### config.mk
export PLATFORM = sky130hd
export DESIGN_NAME = weight_load_ctrl
export DESIGN_NICKNAME = d
export VERILOG_FILES = /design/src/rtl/weight_load_pkg.sv /design/src/rtl/weight_load_ctrl_addr_gen.sv /design/src/rtl/weight_load_ctrl.sv
export SDC_FILE = /design/constraint.sdc
export NUM_CORES = 1
export LEC_CHECK = 0
export ABC_AREA = 1
export CORE_MARGIN = 4
export CORE_UTILIZATION = 25
export CTS_BUF_LIST = sky130_fd_sc_hd__clkbuf_4 sky130_fd_sc_hd__clkbuf_8
export CTS_CLUSTER_SIZE = 8
export DETAILED_ROUTE_END_ITERATION = 12
export MAX_ROUTING_LAYER = met4
export PLACE_DENSITY = 0.52
export SYNTH_ARGS = -nofsm -noshare
export SYNTH_HDL_FRONTEND = slang
export SYNTH_SLANG_ARGS = --single-unit
### constraint.sdc
create_clock -name clk -period 2.3 [get_ports clk]
set_input_delay 0.23 -clock clk [delete_from_list [all_inputs] [get_ports clk]]
set_output_delay 0.23 -clock clk [all_outputs]
set_load 0.05 [all_outputs]
### src/rtl/weight_load_pkg.sv
// Shared definitions for the weight loader: FSM state encoding, the clogb2
// width helper and the default kernel/bank counter widths.
package weight_load_pkg;

  typedef enum logic [2:0] {
    ST_IDLE,
    ST_REQ,
    ST_STREAM,
    ST_DRAIN,
    ST_DONE
  } wl_state_t;

  function automatic int clogb2(input int value);
    int w;
    w = 0;
    while ((1 << w) < value) w++;
    return w;
  endfunction

  localparam int KSIZE_MAX_DEF  = 16;
  localparam int BUFFER_NUM_DEF = 8;
  localparam int KCNT_W_DEF     = clogb2(KSIZE_MAX_DEF + 1);
  localparam int BCNT_W_DEF     = clogb2(BUFFER_NUM_DEF + 1);

endpackage

### src/rtl/weight_load_ctrl_addr_gen.sv
// Buffer write-address generator: nested bank / weight / word counters that
// advance once per accepted FIFO read.
module weight_addr_gen
  import weight_load_pkg::*;
#(
  parameter int ADDR_LEN   = 16,
  parameter int SINGLE_LEN = 24,
  parameter int KSIZE_MAX  = KSIZE_MAX_DEF,
  parameter int BUFFER_NUM = BUFFER_NUM_DEF,
  localparam int KCNT_W    = clogb2(KSIZE_MAX + 1),
  localparam int BCNT_W    = clogb2(BUFFER_NUM + 1)
) (
  input  logic                  clk,
  input  logic                  rst_n,
  input  logic                  clr,
  input  logic                  adv,
  input  logic [SINGLE_LEN-1:0] weight_num,
  input  logic [KCNT_W-1:0]     kernel_words,
  input  logic [BCNT_W-1:0]     buffer_cnt,
  input  logic [ADDR_LEN-1:0]   st_addr,
  output logic [ADDR_LEN-1:0]   addr,
  output logic [BCNT_W-1:0]     bank,
  output logic                  last
);

  logic [KCNT_W-1:0]     k_cnt;
  logic [SINGLE_LEN-1:0] w_cnt;
  logic [ADDR_LEN-1:0]   w_base;
  logic                  k_end;
  logic                  w_end;
  logic                  b_end;

  assign k_end = (k_cnt == kernel_words - KCNT_W'(1));
  assign w_end = (w_cnt == weight_num - SINGLE_LEN'(1));
  assign b_end = (bank == buffer_cnt - BCNT_W'(1));

  // w_base tracks w*kernel_words incrementally so no multiplier is needed.
  assign addr = st_addr + w_base + ADDR_LEN'(k_cnt);
  assign last = k_end && w_end && b_end;

  always_ff @(posedge clk or negedge rst_n) begin
    if (!rst_n) begin
      k_cnt  <= '0;
      w_cnt  <= '0;
      w_base <= '0;
      bank   <= '0;
    end else if (clr) begin
      k_cnt  <= '0;
      w_cnt  <= '0;
      w_base <= '0;
      bank   <= '0;
    end else if (adv) begin
      if (!k_end) begin
        k_cnt <= k_cnt + KCNT_W'(1);
      end else begin
        k_cnt <= '0;
        if (!w_end) begin
          w_cnt  <= w_cnt + SINGLE_LEN'(1);
          w_base <= w_base + ADDR_LEN'(kernel_words);
        end else begin
          w_cnt  <= '0;
          w_base <= '0;
          bank   <= bank + BCNT_W'(1);
        end
      end
    end
  end

endmodule

### src/rtl/weight_load_ctrl.sv
// Weight loader: streams one layer's weights from the DDR read FIFO into the
// banked weight buffers. Define WFC_ERR_CHECK_EN to add the sticky err output.
//
// state     | meaning
// ST_IDLE   | waiting for conf
// ST_REQ    | ddr_conf pulse to the DDR read engine
// ST_STREAM | one FIFO read per non-empty cycle
// ST_DRAIN  | waiting for the last buffer write
// ST_DONE   | done pulse, back to idle
module weight_load_ctrl
  import weight_load_pkg::*;
#(
  parameter int DDR_ADDR_LEN = 32,
  parameter int ADDR_LEN     = 16,
  parameter int DATA_LEN     = 64,
  parameter int SINGLE_LEN   = 24,
  parameter int BUFFER_NUM   = 8,
  parameter int KSIZE_MAX    = 16
) (
  input  logic                               clk,
  input  logic                               rst_n,
  input  logic                               conf,
  input  logic [SINGLE_LEN-1:0]              weight_num,
  input  logic [clogb2(KSIZE_MAX+1)-1:0]     kernel_words,
  input  logic [clogb2(BUFFER_NUM+1)-1:0]    buffer_cnt,
  input  logic [DDR_ADDR_LEN-1:0]            ddr_st_addr,
  input  logic [ADDR_LEN-1:0]                wb_st_addr,
  output logic [DDR_ADDR_LEN-1:0]            ddr_st_addr_out,
  output logic [SINGLE_LEN-1:0]              ddr_len,
  output logic                               ddr_conf,
  input  logic                               ddr_fifo_empty,
  output logic                               ddr_fifo_req,
  input  logic [DATA_LEN-1:0]                ddr_fifo_data,
  output logic [ADDR_LEN-1:0]                wb_addr,
  output logic [DATA_LEN-1:0]                wb_data,
  output logic [BUFFER_NUM-1:0]              wb_wea,
  output logic                               idle,
  output logic                               done
`ifdef WFC_ERR_CHECK_EN
  ,
  output logic                               err
`endif
);

  localparam int KCNT_W         = clogb2(KSIZE_MAX + 1);
  localparam int BCNT_W         = clogb2(BUFFER_NUM + 1);
  localparam int TOT_W          = SINGLE_LEN + KCNT_W + BCNT_W;
  localparam int BYTES_PER_WORD = DATA_LEN / 8;

  wl_state_t             state;
  logic [SINGLE_LEN-1:0] wn_q;
  logic [KCNT_W-1:0]     kw_q;
  logic [BCNT_W-1:0]     bc_q;
  logic [ADDR_LEN-1:0]   wb_st_q;
  logic [TOT_W-1:0]      rd_left;
  logic [TOT_W-1:0]      tot_words;
  logic [SINGLE_LEN-1:0] tot_bytes;
  logic                  cfg_bad;
  logic                  rd_fire;

  logic [ADDR_LEN-1:0]   ag_addr;
  logic [BCNT_W-1:0]     ag_bank;
  logic                  ag_last;

  logic                  wr_vld_p1;
  logic                  last_p1;
  logic                  last_p2;
  logic [ADDR_LEN-1:0]   addr_p1;
  logic [BCNT_W-1:0]     bank_p1;

  assign tot_words = TOT_W'(weight_num) * TOT_W'(kernel_words) * TOT_W'(buffer_cnt);
  assign tot_bytes = SINGLE_LEN'(tot_words * TOT_W'(BYTES_PER_WORD));

  assign cfg_bad = (weight_num == '0) || (kernel_words == '0) ||
                   (kernel_words > KCNT_W'(KSIZE_MAX)) ||
                   (buffer_cnt == '0) || (buffer_cnt > BCNT_W'(BUFFER_NUM));

  // rd_left is a guard against over-reading; the transition itself uses ag_last.
  assign rd_fire      = (state == ST_STREAM) && !ddr_fifo_empty && (rd_left != '0);
  assign ddr_fifo_req = rd_fire;

  weight_addr_gen #(
    .ADDR_LEN   (ADDR_LEN),
    .SINGLE_LEN (SINGLE_LEN),
    .KSIZE_MAX  (KSIZE_MAX),
    .BUFFER_NUM (BUFFER_NUM)
  ) u_addr_gen (
    .clk          (clk),
    .rst_n        (rst_n),
    .clr          (state == ST_IDLE),
    .adv          (rd_fire),
    .weight_num   (wn_q),
    .kernel_words (kw_q),
    .buffer_cnt   (bc_q),
    .st_addr      (wb_st_q),
    .addr         (ag_addr),
    .bank         (ag_bank),
    .last         (ag_last)
  );

  always_ff @(posedge clk or negedge rst_n) begin
    if (!rst_n) begin
      state           <= ST_IDLE;
      idle            <= 1'b1;
      done            <= 1'b0;
      ddr_conf        <= 1'b0;
      ddr_len         <= '0;
      ddr_st_addr_out <= '0;
      wn_q            <= '0;
      kw_q            <= '0;
      bc_q            <= '0;
      wb_st_q         <= '0;
      rd_left         <= '0;
    end else begin
      ddr_conf <= 1'b0;
      done     <= 1'b0;
      case (state)
        ST_IDLE: begin
          if (conf) begin
            wn_q            <= weight_num;
            kw_q            <= kernel_words;
            bc_q            <= buffer_cnt;
            wb_st_q         <= wb_st_addr;
            ddr_st_addr_out <= ddr_st_addr;
            rd_left         <= tot_words;
            idle            <= 1'b0;
            if (cfg_bad) begin
              state <= ST_DONE;
              done  <= 1'b1;
            end else begin
              state    <= ST_REQ;
              ddr_conf <= 1'b1;
              ddr_len  <= tot_bytes;
            end
          end
        end
        ST_REQ: state <= ST_STREAM;
        ST_STREAM: begin
          if (rd_fire) begin
            rd_left <= rd_left - TOT_W'(1);
            if (ag_last) state <= ST_DRAIN;
          end
        end
        ST_DRAIN: begin
          if (last_p2) begin
            state <= ST_DONE;
            done  <= 1'b1;
          end
        end
        ST_DONE: begin
          state <= ST_IDLE;
          idle  <= 1'b1;
        end
        default: begin
          state <= ST_IDLE;
          idle  <= 1'b1;
        end
      endcase
    end
  end

  // Read at N: address captured at N+1 edge, FIFO data arrives in N+1, write visible at N+2.
  always_ff @(posedge clk or negedge rst_n) begin
    if (!rst_n) begin
      wr_vld_p1 <= 1'b0;
      last_p1   <= 1'b0;
      last_p2   <= 1'b0;
      addr_p1   <= '0;
      bank_p1   <= '0;
      wb_addr   <= '0;
      wb_data   <= '0;
      wb_wea    <= '0;
    end else begin
      wr_vld_p1 <= rd_fire;
      last_p1   <= rd_fire && ag_last;
      last_p2   <= last_p1;
      if (rd_fire) begin
        addr_p1 <= ag_addr;
        bank_p1 <= ag_bank;
      end
      if (wr_vld_p1) begin
        wb_addr <= addr_p1;
        wb_data <= ddr_fifo_data;
        wb_wea  <= BUFFER_NUM'(1) << bank_p1;
      end else begin
        wb_wea  <= '0;
      end
    end
  end

`ifdef WFC_ERR_CHECK_EN
  // A busy-time conf sets err; in IDLE the new config decides set or clear.
  always_ff @(posedge clk or negedge rst_n) begin
    if (!rst_n) begin
      err <= 1'b0;
    end else if (conf) begin
      if (state != ST_IDLE) err <= 1'b1;
      else                  err <= cfg_bad;
    end
  end
`endif

endmodule

==> qor.yml <==
outcome: "finished, violations left"
violations: "setup timing"
hpwlAfterDp_um: 60500
wl_per_cell_um: 15.5
synth_edf_count: 0
layout.nets: 4202
start_util: 0.254
fin_skew_ns: 0.0367
critPathCaptureType: "flop"
die_height_um: 314
worstSkewPairLatency_ns: 0.64
first_pass_iters: 5
synth_top_area_frac: 0.321
finalWeightedCongestion: 0.897
crit_required_ns: 2.82
async_reset_ff_frac: 1.00
cts_max_level: 2
drcViolationCount: 0
synth_top_area_cell: "dfrtp_1"
via_per_inst: 4.39
critPathMaxStageDelay_ns: 0.54
synth-compound-area-share: 0.0869
critPathKind: "in -> reg"
die_area_sq_mm: 0.0985
setup_viol: 53
ant_nets: 0
synthMuxAreaShare: 0.0443
placed_cell_area_sq_mm: 0.0320
route.final.wire_length_um: 79000
synth_flop_cell: "dfrtp_1"
fill_cells: 9279
avgSynthCellArea_sq_um: 7.73
cts_sinks: 301
fin_crit_ns: 5.67
timing.final.hold_violations: 0
netlist_area_sq_mm: 0.0234
cp_max_fo: 5
drive_gt1_frac: 0.348
maxCapViolations: 0
fin_setup_tns_ns: -141.93
synth-simple-area-share: 0.239
fin_area_sq_mm: 0.0366
final_core_util: 0.397
slew_headroom: 0.598
grt_remaining_overflow: 0
clock_path_buffers: 3
die_x_um: 314
worstHoldPathCells: 4
synth_cell_type_count: 52
num_io_pins: 297
portBuffers: 293
power_w: 0.0595
worst_slew_pin_slew_ns: 0.601
clk_pin_slew_ns: 0.06
synth_adder_area_share: 0.168
synth_top_family_by_area: "simple AND/OR/NAND/NOR gates"
p_per_area_mw_per_mm2: 1630
cp-start-kind: "input pin"
fmax_ghz: 0.176
min_path_type: "in -> reg"
ff2ff_setup_slack_ns: -0.04
syn_inst: 3027
synth-xor-area-share: 0.0479
setup_ws_ns: -3.37
cpMaxStageDelayCell: "fa_1"
fin_cells: 5100
arrival_ns: 6.19
cts_buffers: 51
ir_drop_uv: 1780
grt_pass1_vias: 22900
row_count: 111
yosysWarnings: 0
p_leak_nw: 17.8
grt_usage: 0.161
cts_tree: "done"
initialDrtViolationCount: 1231
rsz0062_at_grt: "yes"
place_inst: 4905
finalCritPeriodShare: 2.46
reg2reg_depth: 9
antenna_found_initial: 9
area_delta_synth_final_pct: 56.4
root_buffer: "clkbuf_8"
grt_max_degree: 90
via_count: 22400
core_area_sq_mm: 0.0922
yosys_register_bits: 301
seq_area_frac_synth: 0.322
drv_slew: 0
synth_area_leaders: "dfrtp_1, nand2_1, fa_1"
grt_pass1_wl_um: 125000
[metal layers]
| metal | vias to the layer above | global-route usage | wire, um |
|---|---|---|---|
| met5 | - | - | 0 |
| met4 | 0 | 0.0389 | 1710 |
| met3 | 106 | 0.0225 | 3790 |
| met2 | 439 | 0.274 | 38800 |
| met1 | 10700 | 0.202 | 34700 |
| li1 | 11200 | - | - |
[cell type report]
class | count | area, sq um | share of cell area
multi-input combinational | 2165 | 17000 | 0.464
timing repair buffer | 826 | 7660 | 0.209
sequential | 301 | 7540 | 0.206
inverter | 471 | 1780 | 0.0486
tap | 1243 | 1560 | 0.0425
clock buffer | 76 | 971 | 0.0265
clock inverter | 12 | 91.3 | 0.00250
antenna | 6 | 15.0 | 0.000410
[layout by cell type (no fill, tap or decap), drive strengths merged, types with 3 or more instances in the layout]
master         synthesis  final
mux2                  92     92
o211ai                12     12
o21a                  11     11
nand4                 47     47
xnor2                 44     44
nor3                  35     35
clkdlybuf4s50          0    265
buf                   24    540
clkinv                 1     10
o21bai                12     12
or2                   19     19
nand3                114    114
nand3b                14     14
nor4                  14     14
a21o                   8      8
a211oi                 5      5
and2                   4      4
diode                  0      6
a21oi                124    124
a31oi                 15     15
fa                   127    127
a21boi                 8      8
nand2                781    781
xor2                  84     84
clkdlybuf4s15          0      3
conb                   1      3
o21ai                157    157
dlygate4sd2            0      8
dfrtp                300    300
nor2                 310    310
clkbuf                68     83
inv                  470    471
ha                   110    110
[power by group]
group	total, W	internal (W)	switching (W)
sequential	0.00561	0.00547	0.000142
clock	0.00508	0.00280	0.00228
combinational	0.0488	0.0235	0.0253
[critical path, delay by kind of cell]
kind / cells / cell delay, ns
fa+ha+maj: 7 / 3.06
buf+inv: 11 / 1.20
compound gates: 4 / 0.65
xor+xnor: 2 / 0.31
simple gates: 9 / 0.69
[synthesized netlist by cell type (68+ instances only)]
cell type / number
xor2_1: 84
a21oi_1: 123
o21ai_0: 152
nand2_1: 773
dfrtp_1: 300
clkbuf_1: 68
ha_1: 110
mux2_2: 92
nand3_1: 114
fa_1: 127
nor2_1: 297
inv_1: 467
[logic make-up (layout without fill, tap and decap cells)]
group | count (synthesis) | in the layout
fa+ha+maj | 237 | 237
other cells | 1 | 9
xor+xnor | 128 | 128
compound gates | 365 | 365
mux | 92 | 92
buf+inv | 563 | 1385
simple gates | 1340 | 1340
flops | 301 | 301
[through the flow]
| step | hold slack [ns] | setup slack (ns) |
|---|---|---|
| 4_1_cts | 0.0224 | -3.33 |
| 5_1_grt | 0.00230 | -3.65 |
| 3_3_place_gp | 0.185 | -4.65 |
| 3_5_place_dp | 0.192 | -4.66 |
| 6_report | 0.00705 | -3.37 |
| 2_1_floorplan | -0.0656 | -3.53 |
[registers in the layout (all words and copies together), names as in the netlist, 3 cells and up]
name               count
u_addr_gen.w_cnt      24
wb_wea                 8
ddr_st_addr_out       32
kw_q                   5
bc_q                   4
wn_q                  24
rd_left               33
addr_p1               16
bank_p1                4
wb_addr               16
u_addr_gen.bank        4
u_addr_gen.w_base     16
state                  3
u_addr_gen.k_cnt       5
ddr_len               21
wb_data               64
wb_st_q               16
[worst paths after layout]
check,from,to
max,kernel_words[3],rd_left[17]
min,weight_num[9],wn_q[9]
max reg2reg,u_addr_gen.w_base[4],addr_p1[13]
min reg2reg,last_p1,last_p2
max in group asynchronous,rst_n,wn_q[8]
min in group asynchronous,rst_n,wb_addr[10]
[timing repair]
item	4_1_cts	5_1_grt
hold buffers	2	0
cloned	5	4
setup endpoints to repair	103	113
endpoints found under the hold margin	301	0
pin swaps	215	224
buffers inserted	63	40
gates resized for setup	438	351
No activity file was read; power rests on OpenSTA's default activity.
